$ cat src/rtl/traj_frame_sequencer_pkg.sv
// Shared constants and types for the ball-trajectory frame sequencer.
package traj_frame_sequencer_pkg;

   localparam int MAX_BALLS = 7;
   localparam int NB_W      = 3;
   localparam int X_W       = 11;
   localparam int Y_W       = 10;

   localparam logic [X_W-1:0]  OFF_X  = 11'd2047;
   localparam logic [Y_W-1:0]  OFF_Y  = 10'd1023;
   localparam logic [NB_W-1:0] MAX_NB = NB_W'(MAX_BALLS);

   typedef enum logic [1:0] {
      ST_IDLE,
      ST_ISSUE,
      ST_WAIT,
      ST_DONE
   } seq_state_t;

   typedef struct packed {
      logic [X_W-1:0] x;
      logic [Y_W-1:0] y;
   } pos_t;

   localparam pos_t OFF_POS = '{x: OFF_X, y: OFF_Y};

   function automatic logic [NB_W-1:0] clamp_nb(input logic [NB_W-1:0] nb);
      return (nb > MAX_NB) ? MAX_NB : nb;
   endfunction

endpackage

$ cat src/rtl/traj_frame_sequencer_if.sv
// Request/response link between the frame sequencer and the trajectory calculator.
interface traj_frame_sequencer_if #(
   parameter int TIME_W = 12
);
   import traj_frame_sequencer_pkg::*;

   logic              req_valid_out;
   logic              req_ready_in;
   logic [NB_W-1:0]   req_ball_out;
   logic [TIME_W-1:0] req_time_out;
   logic              resp_valid_in;
   logic [X_W-1:0]    resp_x_in;
   logic [Y_W-1:0]    resp_y_in;

   modport master (
      output req_valid_out,
      output req_ball_out,
      output req_time_out,
      input  req_ready_in,
      input  resp_valid_in,
      input  resp_x_in,
      input  resp_y_in
   );

   modport slave (
      input  req_valid_out,
      input  req_ball_out,
      input  req_time_out,
      output req_ready_in,
      output resp_valid_in,
      output resp_x_in,
      output resp_y_in
   );

endinterface

$ cat src/rtl/traj_pos_buffer.sv
// Shadow/active position slots: the shadow set fills during a frame and a commit
// copies it in one step to the renderer-facing active set.
module traj_pos_buffer
   import traj_frame_sequencer_pkg::*;
(
   input  logic                 clk_i,
   input  logic                 rst_i,
   input  logic                 wr_en_i,
   input  logic [NB_W-1:0]      wr_idx_i,
   input  pos_t                 wr_pos_i,
   input  logic                 preset_en_i,
   input  logic [NB_W-1:0]      preset_nb_i,
   input  logic                 commit_i,
   output pos_t [MAX_BALLS-1:0] active_o
);

   pos_t [MAX_BALLS-1:0] shadow_q, shadow_d;
   pos_t [MAX_BALLS-1:0] active_q, active_d;

   // Commit reads the old shadow, so a preset in the same cycle only affects the next frame.
   always_comb begin
      shadow_d = shadow_q;
      active_d = active_q;
      if (commit_i) begin
         active_d = shadow_q;
      end
      for (int i = 0; i < MAX_BALLS; i++) begin
         if (preset_en_i && (NB_W'(i) >= preset_nb_i)) begin
            shadow_d[i] = OFF_POS;
         end
      end
      if (wr_en_i && (wr_idx_i < MAX_NB)) begin
         shadow_d[wr_idx_i] = wr_pos_i;
      end
   end

   always_ff @(posedge clk_i or posedge rst_i) begin
      if (rst_i) begin
         shadow_q <= {MAX_BALLS{OFF_POS}};
         active_q <= {MAX_BALLS{OFF_POS}};
      end else begin
         shadow_q <= shadow_d;
         active_q <= active_d;
      end
   end

   assign active_o = active_q;

endmodule

$ cat src/rtl/traj_frame_sequencer.sv
// Per-frame sequencer: requests one position per ball from the calculator (one outstanding),
// collects them in a shadow set and commits that set to the renderer at the next frame start.
module traj_frame_sequencer
   import traj_frame_sequencer_pkg::*;
#(
   parameter int TIME_W     = 12,
   parameter int PHASE_STEP = 40
) (
   input  logic                          clk_in,
   input  logic                          rst_in,
   input  logic                          enable_in,
   input  logic                          new_frame_in,
   input  logic [NB_W-1:0]               num_balls_in,
   traj_frame_sequencer_if.master        calc,
   output logic [MAX_BALLS-1:0][X_W-1:0] traj_x_out,
   output logic [MAX_BALLS-1:0][Y_W-1:0] traj_y_out,
   output logic                          traj_valid_out,
   output logic                          busy_out,
   output logic                          overrun_out
);

   localparam logic [TIME_W-1:0] STEP_T = TIME_W'(PHASE_STEP);

   seq_state_t        state_q, state_d;
   logic [TIME_W-1:0] frame_cnt_q, frame_cnt_d;
   logic [TIME_W-1:0] req_time_q, req_time_d;
   logic [NB_W-1:0]   idx_q, idx_d;
   logic [NB_W-1:0]   nb_q, nb_d;
   logic              pending_q, pending_d;
   logic              valid_q, valid_d;
   logic              overrun_q, overrun_d;

   logic                 frame_start;
   logic                 busy;
   logic                 commit;
   logic                 preset_en;
   logic                 wr_en;
   pos_t                 wr_pos;
   pos_t [MAX_BALLS-1:0] active;

   function automatic logic [TIME_W-1:0] req_time_f(input logic [TIME_W-1:0] cnt,
                                                    input logic [NB_W-1:0]   idx);
      return cnt + TIME_W'(idx) * STEP_T;
   endfunction

   assign frame_start = new_frame_in && enable_in;
   assign busy        = (state_q == ST_ISSUE) || (state_q == ST_WAIT);
   assign wr_pos      = '{x: calc.resp_x_in, y: calc.resp_y_in};

   always_comb begin
      state_d     = state_q;
      frame_cnt_d = frame_cnt_q;
      req_time_d  = req_time_q;
      idx_d       = idx_q;
      nb_d        = nb_q;
      pending_d   = pending_q;
      valid_d     = valid_q;
      overrun_d   = frame_start && busy;
      commit      = 1'b0;
      preset_en   = 1'b0;
      wr_en       = 1'b0;

      if (frame_start) begin
         frame_cnt_d = frame_cnt_q + TIME_W'(1);
      end

      case (state_q)
         ST_ISSUE: begin
            if (calc.req_ready_in) begin
               state_d = ST_WAIT;
            end
         end
         ST_WAIT: begin
            if (calc.resp_valid_in) begin
               wr_en = 1'b1;
               if (idx_q == nb_q - NB_W'(1)) begin
                  state_d   = ST_DONE;
                  pending_d = 1'b1;
               end else begin
                  idx_d      = idx_q + NB_W'(1);
                  state_d    = ST_ISSUE;
                  req_time_d = req_time_f(frame_cnt_d, idx_d);
               end
            end
         end
         default: begin
            // Request time is frozen on entry to ISSUE so an overrun frame cannot disturb it.
            if (frame_start) begin
               if (pending_q) begin
                  commit    = 1'b1;
                  valid_d   = (nb_q != '0);
                  pending_d = 1'b0;
               end
               nb_d      = clamp_nb(num_balls_in);
               preset_en = 1'b1;
               if (nb_d == '0) begin
                  state_d   = ST_DONE;
                  pending_d = 1'b1;
               end else begin
                  idx_d      = '0;
                  state_d    = ST_ISSUE;
                  req_time_d = req_time_f(frame_cnt_d, '0);
               end
            end
         end
      endcase
   end

   always_ff @(posedge clk_in or posedge rst_in) begin
      if (rst_in) begin
         state_q     <= ST_IDLE;
         frame_cnt_q <= '0;
         req_time_q  <= '0;
         idx_q       <= '0;
         nb_q        <= '0;
         pending_q   <= 1'b0;
         valid_q     <= 1'b0;
         overrun_q   <= 1'b0;
      end else begin
         state_q     <= state_d;
         frame_cnt_q <= frame_cnt_d;
         req_time_q  <= req_time_d;
         idx_q       <= idx_d;
         nb_q        <= nb_d;
         pending_q   <= pending_d;
         valid_q     <= valid_d;
         overrun_q   <= overrun_d;
      end
   end

   traj_pos_buffer u_buf (
      .clk_i       (clk_in),
      .rst_i       (rst_in),
      .wr_en_i     (wr_en),
      .wr_idx_i    (idx_q),
      .wr_pos_i    (wr_pos),
      .preset_en_i (preset_en),
      .preset_nb_i (nb_d),
      .commit_i    (commit),
      .active_o    (active)
   );

   always_comb begin
      for (int i = 0; i < MAX_BALLS; i++) begin
         traj_x_out[i] = active[i].x;
         traj_y_out[i] = active[i].y;
      end
   end

   assign calc.req_valid_out = (state_q == ST_ISSUE);
   assign calc.req_ball_out  = idx_q;
   assign calc.req_time_out  = req_time_q;
   assign traj_valid_out     = valid_q;
   assign busy_out           = busy;
   assign overrun_out        = overrun_q;

endmodule

$ cat src/flat_wrapper.sv
// flat-port wrapper written by rule: the top's interface ports become plain ports
module traj_frame_sequencer_flat import traj_frame_sequencer_pkg::*;
#(
   parameter int TIME_W     = 12,
   parameter int PHASE_STEP = 40
)
  (clk_in, rst_in, enable_in, new_frame_in, num_balls_in, traj_x_out, traj_y_out, traj_valid_out, busy_out, overrun_out, calc_req_valid_out, calc_req_ball_out, calc_req_time_out, calc_req_ready_in, calc_resp_valid_in, calc_resp_x_in, calc_resp_y_in);
  traj_frame_sequencer_if #(.TIME_W(TIME_W)) calc_i ();
  input  logic clk_in;
  input  logic rst_in;
  input  logic enable_in;
  input  logic new_frame_in;
  input  logic [NB_W-1:0] num_balls_in;
  output logic [MAX_BALLS-1:0][X_W-1:0] traj_x_out;
  output logic [MAX_BALLS-1:0][Y_W-1:0] traj_y_out;
  output logic traj_valid_out;
  output logic busy_out;
  output logic overrun_out;
  output wire logic [$bits(calc_i.req_valid_out)-1:0] calc_req_valid_out;
  output wire logic [$bits(calc_i.req_ball_out)-1:0] calc_req_ball_out;
  output wire logic [$bits(calc_i.req_time_out)-1:0] calc_req_time_out;
  input wire logic [$bits(calc_i.req_ready_in)-1:0] calc_req_ready_in;
  input wire logic [$bits(calc_i.resp_valid_in)-1:0] calc_resp_valid_in;
  input wire logic [$bits(calc_i.resp_x_in)-1:0] calc_resp_x_in;
  input wire logic [$bits(calc_i.resp_y_in)-1:0] calc_resp_y_in;
  assign calc_req_valid_out = calc_i.req_valid_out;
  assign calc_req_ball_out = calc_i.req_ball_out;
  assign calc_req_time_out = calc_i.req_time_out;
  assign calc_i.req_ready_in = calc_req_ready_in;
  assign calc_i.resp_valid_in = calc_resp_valid_in;
  assign calc_i.resp_x_in = calc_resp_x_in;
  assign calc_i.resp_y_in = calc_resp_y_in;
  traj_frame_sequencer #(.TIME_W(TIME_W), .PHASE_STEP(PHASE_STEP)) u_core (.clk_in(clk_in), .rst_in(rst_in), .enable_in(enable_in), .new_frame_in(new_frame_in), .num_balls_in(num_balls_in), .calc(calc_i), .traj_x_out(traj_x_out), .traj_y_out(traj_y_out), .traj_valid_out(traj_valid_out), .busy_out(busy_out), .overrun_out(overrun_out));
endmodule
$ cat config.mk
export PLATFORM = sky130hd
export DESIGN_NAME = traj_frame_sequencer_flat
export DESIGN_NICKNAME = d
export VERILOG_FILES = /design/src/rtl/traj_frame_sequencer_pkg.sv /design/src/rtl/traj_frame_sequencer_if.sv /design/src/rtl/traj_pos_buffer.sv /design/src/rtl/traj_frame_sequencer.sv /design/src/flat_wrapper.sv
export SDC_FILE = /design/constraint.sdc
export NUM_CORES = 1
export LEC_CHECK = 0
export BUFFER_PORTS_ARGS = -buffer_cell sky130_fd_sc_hd__buf_2
export CAP_MARGIN = 20
export CORE_ASPECT_RATIO = 1.5
export CORE_MARGIN = 2
export CORE_UTILIZATION = 51
export CTS_CLUSTER_DIAMETER = 50
export DETAILED_ROUTE_END_ITERATION = 8
export PLACE_DENSITY = 0.75
export SLEW_MARGIN = 20
export SYNTH_ARGS = -nofsm -noshare
export SYNTH_HDL_FRONTEND = slang
export SYNTH_HIERARCHICAL = 1
export SYNTH_SLANG_ARGS = --single-unit
$ cat constraint.sdc
create_clock -name clk_in -period 7.21 [get_ports clk_in]
set_clock_uncertainty 0.15 [all_clocks]
set_input_delay 1.442 -clock clk_in [delete_from_list [all_inputs] [get_ports clk_in]]
set_output_delay 1.442 -clock clk_in [all_outputs]
set_load 0.005 [all_outputs]
# [After elaboration in Yosys (flattened, before gate mapping)]
# Cells that the tools add are included.
# Widths: inputs -> output; s select.
[op_classes] n_addsub=4 bitwise_logic=2 eq_ne=8 n_lt_le_gt_ge=11 mux=43 multipliers=1 n_reduce_logical=21
[ops] operator="$mux 21" n=8
[ops] operator="$bwmux 147" n=1
[ops] operator="$mux 147" n=1
[ops] operator="$demux 21 s3" n=1
[ops] operator="$mux 12" n=5
[ops] operator="$pmux 12 s2" n=1
[ops] operator="$mux 3" n=7
[ops] operator="$add 12x1->12 const B" n=1
[ops] operator="$add 12x9->12" n=1
[ops] operator="$logic_and 1x1->1" n=11
[ops] operator="$mux 1" n=11
[ops] operator="$mux 2" n=5
[ops] operator="$ge 3x3->1 const A" n=3
[ops] operator="$ge 1x3->1 const A" n=2
[ops] operator="$ge 2x3->1 const A" n=2
[ops] operator="$mul 3x3->6 const B" n=1
[ops] operator="$ne 2x2->1 const B" n=3
[ops] operator="$pmux 3 s2" n=1
[ops] operator="$reduce_and 3->1" n=2
[ops] operator="$reduce_bool 3->1" n=2
[ops] operator="$reduce_and 5->1" n=1
[ops] operator="$lt 3x4->1 const B" n=1
[ops] operator="$ne 2x1->1 const B" n=2
[ops] operator="$pmux 2 s2" n=1
[ops] operator="15 further kinds" n=16
[word_totals] wordCells=126 regBits=329 output_inout_bits=166

# [Depth between registers and ports, before layout]
# Gate-level depths: netlist of the first run.
[depth] word_depth=9 ltp_mapped=12

# [Modules after synthesis]
# The synthesis of the first run kept the hierarchy.
[by_module_without_submodules] module="traj_pos_buffer" seq_area_each_um2=7724.9 n_inst=1 area_per_inst_um2=11303.3 cells_per_inst=787
[by_module_without_submodules] module="traj_frame_sequencer" seq_area_each_um2=875.8 n_inst=1 area_per_inst_um2=2038.2 cells_per_inst=202

# [Worst setup path after synthesis of the first run]
# OpenSTA, ideal clock, no wires.
[synth_timing] path_type="input-to-reg" start="input new_frame_in" end="register u_core.req_time_q[11] (netlist: u_core/calc.req_time_out[11])" slack_ns=3.665 n_path_buf=0 arrival_time_ns=3.263 stages=11 required_ns=6.928 cell_sequence="nand4_4 nor2_1 xor2_1 ha_1 fa_1 o21ai_0 and2_1 a31o_1 o21a_1 nor3b_1 o31ai_2"
[synth_via] elab_chain_len=6
[synth_lines] element="start: declaration" line="flat_wrapper.sv:12" rtl="input logic new_frame_in;"
[synth_lines] element="$logic_and 1x1->1" line="traj_frame_sequencer.sv:46" rtl="assign frame_start = new_frame_in && enable_in;"
[synth_lines] element="$mux 12" line="traj_frame_sequencer.sv:63" rtl="if (frame_start) begin"
[synth_lines] element="via u_core.frame_cnt_d[3]" line="traj_frame_sequencer.sv:25" rtl="logic [TIME_W-1:0] frame_cnt_q, frame_cnt_d;"
[synth_lines] element="$add 12x9->12" line="traj_frame_sequencer.sv:43" rtl="return cnt + TIME_W'(idx) * STEP_T;"
[synth_lines] element="$mux 12" line="traj_frame_sequencer.sv:76" rtl="if (idx_q == nb_q - NB_W'(1)) begin"
[synth_lines] element="$mux 12" line="traj_frame_sequencer.sv:74" rtl="if (calc.resp_valid_in) begin"
[synth_lines] element="$pmux 12 s2" line="traj_frame_sequencer.sv:67" rtl="case (state_q)"
[synth_lines] element="end signal: assignment" line="traj_frame_sequencer.sv:122" rtl="req_time_q <= req_time_d;"
[synth_lines] element="end: declaration" line="traj_frame_sequencer.sv:26" rtl="logic [TIME_W-1:0] req_time_q, req_time_d;"
# The timed path passes the listed nets, and every way through them passes these cells. The select of a mux whose other input is x is not followed.
# A chain may end at the register's enable or synchronous reset.

# [Final worst setup path of the first run]
[layout_timing] start="input new_frame_in" end="register u_core.u_buf.active_q (netlist bit u_core/u_buf/active_o[99])"
[layout_via] elab_chain_len=3
[layout_lines] element="$logic_and 1x1->1" line="traj_frame_sequencer.sv:46"
[layout_lines] element="$mux 1" line="traj_frame_sequencer.sv:88" rtl="if (frame_start) begin"
[layout_lines] element="$mux 1" line="traj_frame_sequencer.sv:67"
[layout_lines] element="via u_core.commit" line="traj_frame_sequencer.sv:35" rtl="logic commit;"
[layout_lines] element="end signal: assignment" line="traj_pos_buffer.sv:40" rtl="active_q <= {MAX_BALLS{OFF_POS}};"
[layout_lines] element="end signal: assignment" line="traj_pos_buffer.sv:43" rtl="active_q <= active_d;"
[layout_lines] element="end: declaration" line="traj_pos_buffer.sv:18" rtl="pos_t [MAX_BALLS-1:0] active_q, active_d;"
# The timed path passes the listed nets, and every way through them passes these cells.

==> reports/metrics.yaml, run 1 <==
yosysUniqueCellTypes: 53
via_count: 8446
ys_seq_area_share_pct: 64.5
chipWidth_um: 136
run_status: "finished, final reports clean"
clock_tree_from_tritoncts: "done"
cp_class: "in -> reg"
synth.avg_cell_area_um2: 13.5
drt_drc_violations_left: 0
critPathLaunchType: "input port"
detail_route.iter0.violations: 456
postCtsResizedCells: 0
port_buffers: 195
p_leak_nw: 6.18
synth_fp_nets: 1035
synthesis.area_um2: 13300
fin_util_pct: 60.5
power_report.internal_total_mw: 4.93
grt_usage_pct: 21.9
areaGrowthSynthToFinish_pct: 16.9
grt_antenna_before_repair: 0
min-delay-path-class: "reg -> reg"
clock_sink_count: 329
synth_edf_count: 0
core_um2: 25800
p_comb_share_pct: 27.3
setup_viol: 0
synth_top_flop_cell: "sky130_fd_sc_hd__dfstp_2"
power_switching_mw: 2.03
initial_utilization_pct: 51.8
fin_crit_ns: 3.65
die_area_um2: 27500
synth.top_cells.by_count: "sky130_fd_sc_hd__dfstp_2 (294), sky130_fd_sc_hd__mux2_2 (155), sky130_fd_sc_hd__nor2_1 (137), sky130_fd_sc_hd__o22a_1 (84), sky130_fd_sc_hd__a21oi_1 (68)"
die_y_um: 202
overflow: 0
gp_routability_congestion: 0.882
fillerInstances: 2079
post-synth-top-count-cell: "sky130_fd_sc_hd__dfstp_2"
slew_violations: 0
holdBufCountCts: 0
cp.arrival_ns: 3.96
critPathCaptureType: "flop"
place.detailed.hpwl_um: 20000
max-cap-violations: 0
yosys.area.top_type: "sky130_fd_sc_hd__dfstp_2"
h-tree-depth: 1
maxClockFrequency_mhz: 274
totalWireLength_um: 30300
ant_cells: 0
design.portCount: 196
timing.critical_path.fanout_max: 102
finalSetupTns_ns: 0
detailedRoute.firstPassIterationCount: 5
timing.final.crit_share_pct: 50.6
final_layout_size_suffix_gt1_share_pct: 60.0
ant_nets: 0
cts_inserted_buffers: 31
yosys_warnings: 6
power_density_nw_per_um2: 446
grt_pass1_wl_um: 47500
vias_in_the_first_global_route: 8699
std_cell_rows: 72
setup_buffers_after_cts: 0
crit_required_ns: 7.53
sequentialPowerShare_pct: 50.3
timing.reg2reg.setup_slack_ns: 3.83
ys_top_cells_by_area: "sky130_fd_sc_hd__dfstp_2 (58%), sky130_fd_sc_hd__mux2_2 (13%), sky130_fd_sc_hd__dfrtp_1 (6.6%), sky130_fd_sc_hd__o22a_1 (5.5%), sky130_fd_sc_hd__nor2_1 (3.9%)"
clkTransAtPathRegs_ns: 0.06
worstSkewPairLatency_ns: 0.56
root_buffer_master: "sky130_fd_sc_hd__clkbuf_16"
power.switching_fraction_pct: 29.1
postSynthRegisterBits: 329
final_hold_viol_count: 0
worstMarginPinSlew_ns: 1.07
synth_top_cell_area_share_pct: 57.9
design.final.nets: 1217
async_reset_ff_share_pct: 100
postSynthCellCount: 989
viasPerCell: 5.53
clockBufferDepth: 3
wl_per_cell_um: 19.8
relSlewSlack_pct: 28.5
grt_max_degree: 159
total_power_mw: 6.96
power_frac_clock_pct: 22.5
worst_vdd_drop_mv: 0.244
unrepaired_setup_endpoints_after_global_routing: "no"
-- cells by family after synthesis --
| group | Yosys count | share of synthesized area [%] |
|---|---|---|
| simple gates | 205 | 6.95 |
| fa+ha+maj | 16 | 1.56 |
| mux | 161 | 13.5 |
| buf+inv | 70 | 2.23 |
| xor+xnor | 21 | 1.38 |
| compound gates | 187 | 9.88 |
| flops | 329 | 64.5 |
-- layout by cell type (no fill, tap or decap), types with 9 or more instances in the layout --
cell,Yosys,layout
sky130_fd_sc_hd__a21oi_1,68,68
sky130_fd_sc_hd__buf_2,16,195
sky130_fd_sc_hd__clkbuf_16,0,32
sky130_fd_sc_hd__dfrtp_1,35,35
sky130_fd_sc_hd__dfstp_2,294,294
sky130_fd_sc_hd__ha_1,15,15
sky130_fd_sc_hd__inv_1,15,13
sky130_fd_sc_hd__mux2_2,155,155
sky130_fd_sc_hd__nand2_1,26,26
sky130_fd_sc_hd__nor2_1,137,137
sky130_fd_sc_hd__o21ai_0,13,13
sky130_fd_sc_hd__o22a_1,84,84
sky130_fd_sc_hd__xnor2_1,12,12
sky130_fd_sc_hd__xor2_1,9,9
-- path summary, 6_finish.rpt --
check,from,to,cells past startpoint
max in group asynchronous,rst_in,u_core/u_buf/shadow_q[66]$_DFF_PP1_,3
min in group asynchronous,rst_in,u_core/frame_cnt_q[4]$_DFF_PP0_,2
worst max-delay path,new_frame_in,u_core/u_buf/active_o[99]$_DFFE_PP1P_,7
worst max register to register,u_core/state_q[0]$_DFFE_PP0P_,u_core/u_buf/active_o[99]$_DFFE_PP1P_,8
worst min register to register,u_core/frame_cnt_q[11]$_DFF_PP0_,u_core/frame_cnt_q[11]$_DFF_PP0_,1
worst min-delay path,u_core/frame_cnt_q[11]$_DFF_PP0_,u_core/frame_cnt_q[11]$_DFF_PP0_,1
-- worst max-delay path: stages --
cell and delay [ns]:
sky130_fd_sc_hd__buf_2 0.14, sky130_fd_sc_hd__nand3_1 0.20, sky130_fd_sc_hd__inv_1 0.20, sky130_fd_sc_hd__nand2_1 0.16
sky130_fd_sc_hd__inv_6 0.68, sky130_fd_sc_hd__buf_4 0.65, sky130_fd_sc_hd__mux2_2 0.41
-- per-layer routing --
layer  wire, um  GRT usage (%)
met4       1050           8.00
met3       1560           4.31
met2      15200           36.9
met1      12400           28.1
met5          0              0
-- sequential cells by signal (all words and copies together) (netlist names), 2 cells and up --
signal	flops
u_core/u_buf/active_o	147
u_core/state_q	2
u_core/u_buf/shadow_q	147
u_core/calc.req_time_out	12
u_core/calc.req_ball_out	3
u_core/nb_q	3
u_core/frame_cnt_q	12
-- through the flow --
step	hold WS, ns	instances	setup WS, ns	instance area (um2)
after floorplan	0.289	989	0.162	13300
after global placement	0.308	1471	3.09	14600
after detailed placement	0.317	1471	3.01	14600
after CTS	0.327	1527	3.59	15600
after global routing	0.347	1527	3.39	15600
final	0.319	1527	3.56	15600
-- layout make-up --
| type | instances | area [um2] | area share, % |
|---|---|---|---|
| clock buffers | 46 | 923 | 5.92 |
| clock inverters | 10 | 65.1 | 0.417 |
| inverters | 16 | 77.6 | 0.497 |
| multi-input cells | 590 | 4470 | 28.7 |
| flip-flops and latches | 329 | 8600 | 55.2 |
| well taps | 333 | 417 | 2.67 |
| repair buffers | 203 | 1040 | 6.67 |
-- power by group through the flow --
stage	logic, mW	clock network, mW	registers [mW]
after floorplan	1.16	0	3.43
after global placement	1.84	0	3.49
after detailed placement	1.90	0	3.52
after CTS	1.91	1.60	3.50
after global routing	2.09	1.68	3.59
final	1.90	1.56	3.50
No activity file was read; power rests on OpenSTA's default activity.
==> inputs of run 2 (changes only) <==
- clock period: 7.21 -> 3.3 ns (I/O delays scaled with it)
==> run 2 against run 1 <==
Against the previous run:
- clock-buffer cell count decreased by 5
- register-to-register slack lost 3.6 ns
- die area did not move
- critical path depth grew 4
- critical path type is now reg -> reg
- critical endpoint is now u_core/calc.req_time_out[11]$_DFFE_PP0P_
- largest power group unchanged
==> reports/metrics.yaml, run 2 (synthesized netlist as in run 1, its figures left out) <==
timing.final.crit_share_pct: 93.0
run_status: "finished, final reports clean"
final_cell_count_no_fill: 1550
clkTransAtPathRegs_ns: 0.07
final_layout_size_suffix_gt1_share_pct: 60.7
via_count: 8496
endpoint: "u_core/calc.req_time_out[11]$_DFFE_PP0P_"
critPathCaptureType: "flop"
maxClockFrequency_mhz: 326
unrepaired_setup_endpoints_after_global_routing: "no"
grt_pass1_wl_um: 48300
relSlewSlack_pct: 35.4
worst-path-stages: 11
worst_slack_ns: 0.232
grt_antenna_before_repair: 0
std_cell_rows: 72
grt_max_degree: 116
critPathLaunchType: "flop"
cp_class: "reg -> reg"
viasPerCell: 5.48
worstSkewPairLatency_ns: 0.56
total_power_mw: 15.6
ant_nets: 0
timing.reg2reg.setup_slack_ns: 0.23
clock_sink_count: 329
detail_route.iter0.violations: 573
chipWidth_um: 136
design.portCount: 196
initial_utilization_pct: 51.8
die_y_um: 202
worstMarginPinSlew_ns: 0.969
totalWireLength_um: 30500
fillerInstances: 2023
timing.critical_path.fanout_max: 5
final.hold.worst_slack_ns: 0.265
cp_slowest_cell: "sky130_fd_sc_hd__dfrtp_1"
dp_worst_setup_slack_ns: 0.107
ant_cells: 0
power_density_nw_per_um2: 979
cp_top_family: "adder cells"
cell_count_after_placement: 1493
place.detailed.hpwl_um: 20700
vias_in_the_first_global_route: 8763
h-tree-depth: 1
detailedRoute.firstPassIterationCount: 4
p_leak_nw: 6.35
cp-startpoint: "u_core/calc.req_ball_out[0]$_DFFE_PP0P_"
mostFrequentLayoutCell: "sky130_fd_sc_hd__dfstp_2"
gp_routability_congestion: 0.928
crit_required_ns: 3.56
min-delay-path-class: "in -> reg"
root_buffer_master: "sky130_fd_sc_hd__clkbuf_16"
clock_tree_from_tritoncts: "done"
crit_path_cell_trace: "ha_1 -> xor2_1 -> ha_1 -> ha_1 -> ha_1 -> a31oi_1 -> and2_1 -> a31o_1 -> o21a_1 -> nor3b_1 -> o31ai_2"
clockBufferDepth: 3
r2r.worst_path.cells: 11
critical_path.max_stage_delay_ns: 0.39
port_buffers: 195
fin_crit_ns: 3.07
drt_drc_violations_left: 0
crit_top_cell: "sky130_fd_sc_hd__ha_1"
most_used_cells_in_the_layout_excluding_fill_and_tap_cells: "sky130_fd_sc_hd__dfstp_2 (294), sky130_fd_sc_hd__buf_2 (195), sky130_fd_sc_hd__mux2_2 (155)"
core_um2: 25800
overflow: 0
setup_viol: 0
rr_endpoint: "u_core/calc.req_time_out[11]$_DFFE_PP0P_"
slew_violations: 0
die_area_um2: 27500
design.final.nets: 1239
timing.critical_path.buf_inv: 0
postCtsResizedCells: 0
reg2reg_from: "u_core/calc.req_ball_out[0]$_DFFE_PP0P_"
final_hold_viol_count: 0
areaGrowthSynthToFinish_pct: 19.3
grt_usage_pct: 22.4
cts_inserted_buffers: 30
wl_per_cell_um: 19.7
max-cap-violations: 0
worst_vdd_drop_mv: 0.527
cp.arrival_ns: 3.33
[run 2: cell types whose count changed in the layout (fill, tap and decap cells not counted), sizes merged]
| cell | previous run | this run |
|---|---|---|
| clkbuf | 46 | 41 |
| clkinv | 6 | 7 |
| buf | 203 | 225 |
| dlygate4sd3 | 0 | 1 |
| clkinvlp | 3 | 2 |
| bufinv | 0 | 4 |
| inv | 17 | 18 |
[run 2: stage by stage]
| stage | cell area, um2 | utilization [%] | TNS [ns] |
|---|---|---|---|
| finish | 15900 | 61.8 | 0 |
| global route | 15900 | 61.8 | 0 |
| CTS | 15900 | 61.8 | 0 |
| detailed placement | 14800 | 57.6 | 0 |
| global placement | 14800 | 57.6 | 0 |
| floorplan | 13300 | - | -58.24 |
[run 2: power breakdown]
group          switching [mW]  total [mW]  internal (mW)
Sequential              0.926        7.59           6.67
Clock                    1.52        3.69           2.16
Combinational            2.04        4.31           2.27
[run 2: layer usage]
metal / share of wire [%] / wire [um] / vias to the layer above / GRT usage [%]
met5: 0 / 0 / - / 0
met4: 2.8 / 840 / 0 / 7.33
met3: 5.2 / 1600 / 58 / 3.94
met2: 51 / 15700 / 220 / 38.2
met1: 41 / 12400 / 4317 / 28.7
li1: - / - / 3901 / -
[run 2: layout make-up]
cell class                 count  area [um2]  area share, %
tap                          333         417           2.62
multi-input combinational    590        4460           28.0
clock inverter                15         205           1.29
timing repair buffer         226        1300           8.16
inverter                      16        68.8          0.432
sequential                   329        8600           54.0
clock buffer                  41         863           5.42
[run 2: worst min-delay path, stage by stage]
cell                      delay (ns)
sky130_fd_sc_hd__buf_2          0.16
sky130_fd_sc_hd__nor2_1         0.11
sky130_fd_sc_hd__a21oi_1        0.04
[run 2: worst min-delay path by stage]
stage                                                start  slack (ns)                                    to  depth (start not counted)
final                                    calc_resp_x_in[9]        0.26   u_core/u_buf/shadow_q[82]$_DFF_PP1_                          3
after global routing                     calc_resp_y_in[7]        0.26  u_core/u_buf/shadow_q[133]$_DFF_PP1_                          3
after CTS                                calc_resp_x_in[9]        0.24   u_core/u_buf/shadow_q[82]$_DFF_PP1_                          3
after detailed placement  u_core/frame_cnt_q[11]$_DFF_PP0_        0.31      u_core/frame_cnt_q[11]$_DFF_PP0_                          1
after global placement    u_core/frame_cnt_q[11]$_DFF_PP0_        0.31      u_core/frame_cnt_q[11]$_DFF_PP0_                          1
after floorplan           u_core/frame_cnt_q[11]$_DFF_PP0_        0.29      u_core/frame_cnt_q[11]$_DFF_PP0_                          1
[run 2: timing repair]
action / in CTS / in global routing
hold buffers: 1 / 0
hold endpoints to repair: 7 / 0
setup buffers: 0 / 0
setup endpoints to repair: 0 / 0
==> inputs of run 3 (changes only) <==
- RECOVER_POWER: not set -> 100
==> run 3 against run 2 <==
Against the previous run:
- the run now ends with capacitance limit, slew limit left
- sequential share of layout area is 0.72 points higher
- non-clock buffer count did not move
- clock-buffer cell count did not move
- maximum frequency decreased by 1.3%
- global-route usage did not move
- final cell count unchanged
- design area is 1.3% lower
- critical path type unchanged
- critical endpoint is now u_core/u_buf/shadow_q[124]$_DFF_PP1_
==> reports/metrics.yaml, run 3 (synthesized netlist as in run 1, its figures left out) <==
critPathLaunchType: "flop"
std_cell_rows: 72
grt_antenna_before_repair: 0
core_um2: 25800
place.detailed.hpwl_um: 20700
critPathCaptureType: "flop"
viasPerCell: 5.51
unrepaired_setup_endpoints_after_global_routing: "no"
areaGrowthSynthToFinish_pct: 17.7
setup_viol: 0
min-delay-path-class: "in -> reg"
vias_in_the_first_global_route: 8763
relSlewSlack_pct: -34.9
worst_slack_ns: 0.191
maxClockFrequency_mhz: 322
die_y_um: 202
overflow: 0
grt_usage_pct: 22.4
power_density_nw_per_um2: 976
timing.final.crit_share_pct: 94.2
via_count: 8536
die_area_um2: 27500
drt_drc_violations_left: 0
clock_tree_from_tritoncts: "done"
crit_path_cell_trace: "inv_1 -> ha_1 -> nand3_1 -> mux2_1 -> a21bo_2 -> nand2_1 -> clkbuf_1 -> o22a_1"
clkTransAtPathRegs_ns: 0.06
fillerInstances: 2080
fin_crit_ns: 3.11
sequential_cell_area_in_the_final_layout_um2: 8600
clock_sink_count: 329
run_status: "finished, violations left"
ant_cells: 0
grt_max_degree: 116
timing.critical_path.fanout_max: 12
grt_pass1_wl_um: 48300
detailedRoute.firstPassIterationCount: 4
most_used_cells_in_the_layout_excluding_fill_and_tap_cells: "sky130_fd_sc_hd__dfstp_2 (229), sky130_fd_sc_hd__mux2_2 (152), sky130_fd_sc_hd__buf_2 (146)"
max-cap-violations: 3
design.final.nets: 1239
clockBufferDepth: 3
cp_class: "reg -> reg"
routing_usage_on_met2_pct: 38.2
h-tree-depth: 1
r2r.worst_path.cells: 8
rr_endpoint: "u_core/u_buf/shadow_q[124]$_DFF_PP1_"
wl_per_cell_um: 19.7
dp_worst_setup_slack_ns: 0.107
final_cell_count_no_fill: 1550
gp_routability_congestion: 0.928
critical_path.max_stage_delay_ns: 0.59
worstMarginPinSlew_ns: 2.02
busiest_layer: "met2"
reg2reg_from: "u_core/state_q[0]$_DFFE_PP0P_"
totalWireLength_um: 30500
layout.cell_area.non_filler_um2: 15700
cts_inserted_buffers: 30
timing.critical_path.buf_inv: 2
postCtsResizedCells: 0
worstSkewPairLatency_ns: 0.56
worst_hold_startpoint: "calc_resp_x_in[9]"
port_buffers: 195
design.portCount: 196
grt_util_met1_pct: 28.7
globalRouteMet3Util_pct: 3.94
multiInputGateArea_um2: 4450
cell_count_after_placement: 1493
final_hold_viol_count: 0
timing.reg2reg.setup_slack_ns: 0.19
min_path_cells: 3
root_buffer_master: "sky130_fd_sc_hd__clkbuf_16"
initial_utilization_pct: 51.8
fin_util_pct: 61.0
hold_end: "u_core/u_buf/shadow_q[82]$_DFF_PP1_"
final_layout_size_suffix_gt1_share_pct: 50.0
placed_cell_area_um2: 14800
ant_nets: 0
crit_required_ns: 3.65
worst_vdd_drop_mv: 0.516
failed_checks: "capacitance limit, slew limit"
slew_violations: 206
mostFrequentLayoutCell: "sky130_fd_sc_hd__dfstp_2"
cp.arrival_ns: 3.46
p_leak_nw: 6.10
detail_route.iter0.violations: 557
chipWidth_um: 136
cp_slowest_cell: "sky130_fd_sc_hd__clkbuf_1"
cp_top_family: "buffers and inverters"
==> run 3: cell types whose count changed in the layout (fill, tap and decap cells not counted), sizes merged <==
cell | previous run | this run
clkbuf | 41 | 108
buf | 225 | 158
==> run 3: power by group <==
| group | internal [mW] | switching, mW |
|---|---|---|
| sequential | 6.56 | 0.936 |
| clock | 2.16 | 1.52 |
| combinational | 2.13 | 2.02 |
| total | 10.8 | 4.48 |
==> run 3: layer usage <==
metal / vias up / part of all wire, %
met5: - / 0
li1: 3895 / -
met2: 221 / 52
met1: 4361 / 40
met3: 59 / 5.3
met4: 0 / 2.6
==> run 3: layout make-up <==
class                           count  area share [%]
Clock buffer                       41            5.50
Clock inverter                     15            1.31
Inverter                           16           0.422
Multi-Input combinational cell    590            28.3
Sequential cell                   329            54.8
Tap cell                          333            2.65
Timing Repair Buffer              226            7.01
==> run 3: timing repair <==
item,CTS,global route
hold buffers,1,0
hold endpoints to repair,7,0
setup buffers,0,0
==> run 3: through the flow <==
step	hold WS, ns	total power [mW]	TNS, ns
floorplan	0.289	10.0	-58.24
global placement	0.312	11.8	0
detailed placement	0.308	12.0	0
CTS	0.235	15.7	0
global route	0.256	16.2	0
finish	0.264	15.3	0
==> run 3: worst reg2reg max path, stage by stage (launching register included) <==
cell and delay, ns:
sky130_fd_sc_hd__dfrtp_1 0.39, sky130_fd_sc_hd__inv_1 0.06, sky130_fd_sc_hd__ha_1 0.31, sky130_fd_sc_hd__nand3_1 0.20
sky130_fd_sc_hd__mux2_1 0.48, sky130_fd_sc_hd__a21bo_2 0.27, sky130_fd_sc_hd__nand2_1 0.32, sky130_fd_sc_hd__clkbuf_1 0.60
sky130_fd_sc_hd__o22a_1 0.27
==> run 3: worst max-delay path by stage <==
| stage | slack [ns] | cells past startpoint | startpoint | to |
|---|---|---|---|---|
| 3_5_place_dp | 0.11 | 12 | new_frame_in | u_core/calc.req_time_out[11]$_DFFE_PP0P_ |
| 2_1_floorplan | -0.20 | 1 | rst_in | u_core/u_buf/active_o[0]$_DFFE_PP1P_ |
| 5_1_grt | 0.03 | 11 | u_core/calc.req_ball_out[0]$_DFFE_PP0P_ | u_core/calc.req_time_out[11]$_DFFE_PP0P_ |
| 6_report | 0.19 | 8 | u_core/state_q[0]$_DFFE_PP0P_ | u_core/u_buf/shadow_q[124]$_DFF_PP1_ |
| 3_3_place_gp | 0.22 | 12 | new_frame_in | u_core/calc.req_time_out[11]$_DFFE_PP0P_ |
| 4_1_cts | 0.26 | 11 | u_core/calc.req_ball_out[0]$_DFFE_PP0P_ | u_core/calc.req_time_out[11]$_DFFE_PP0P_ |
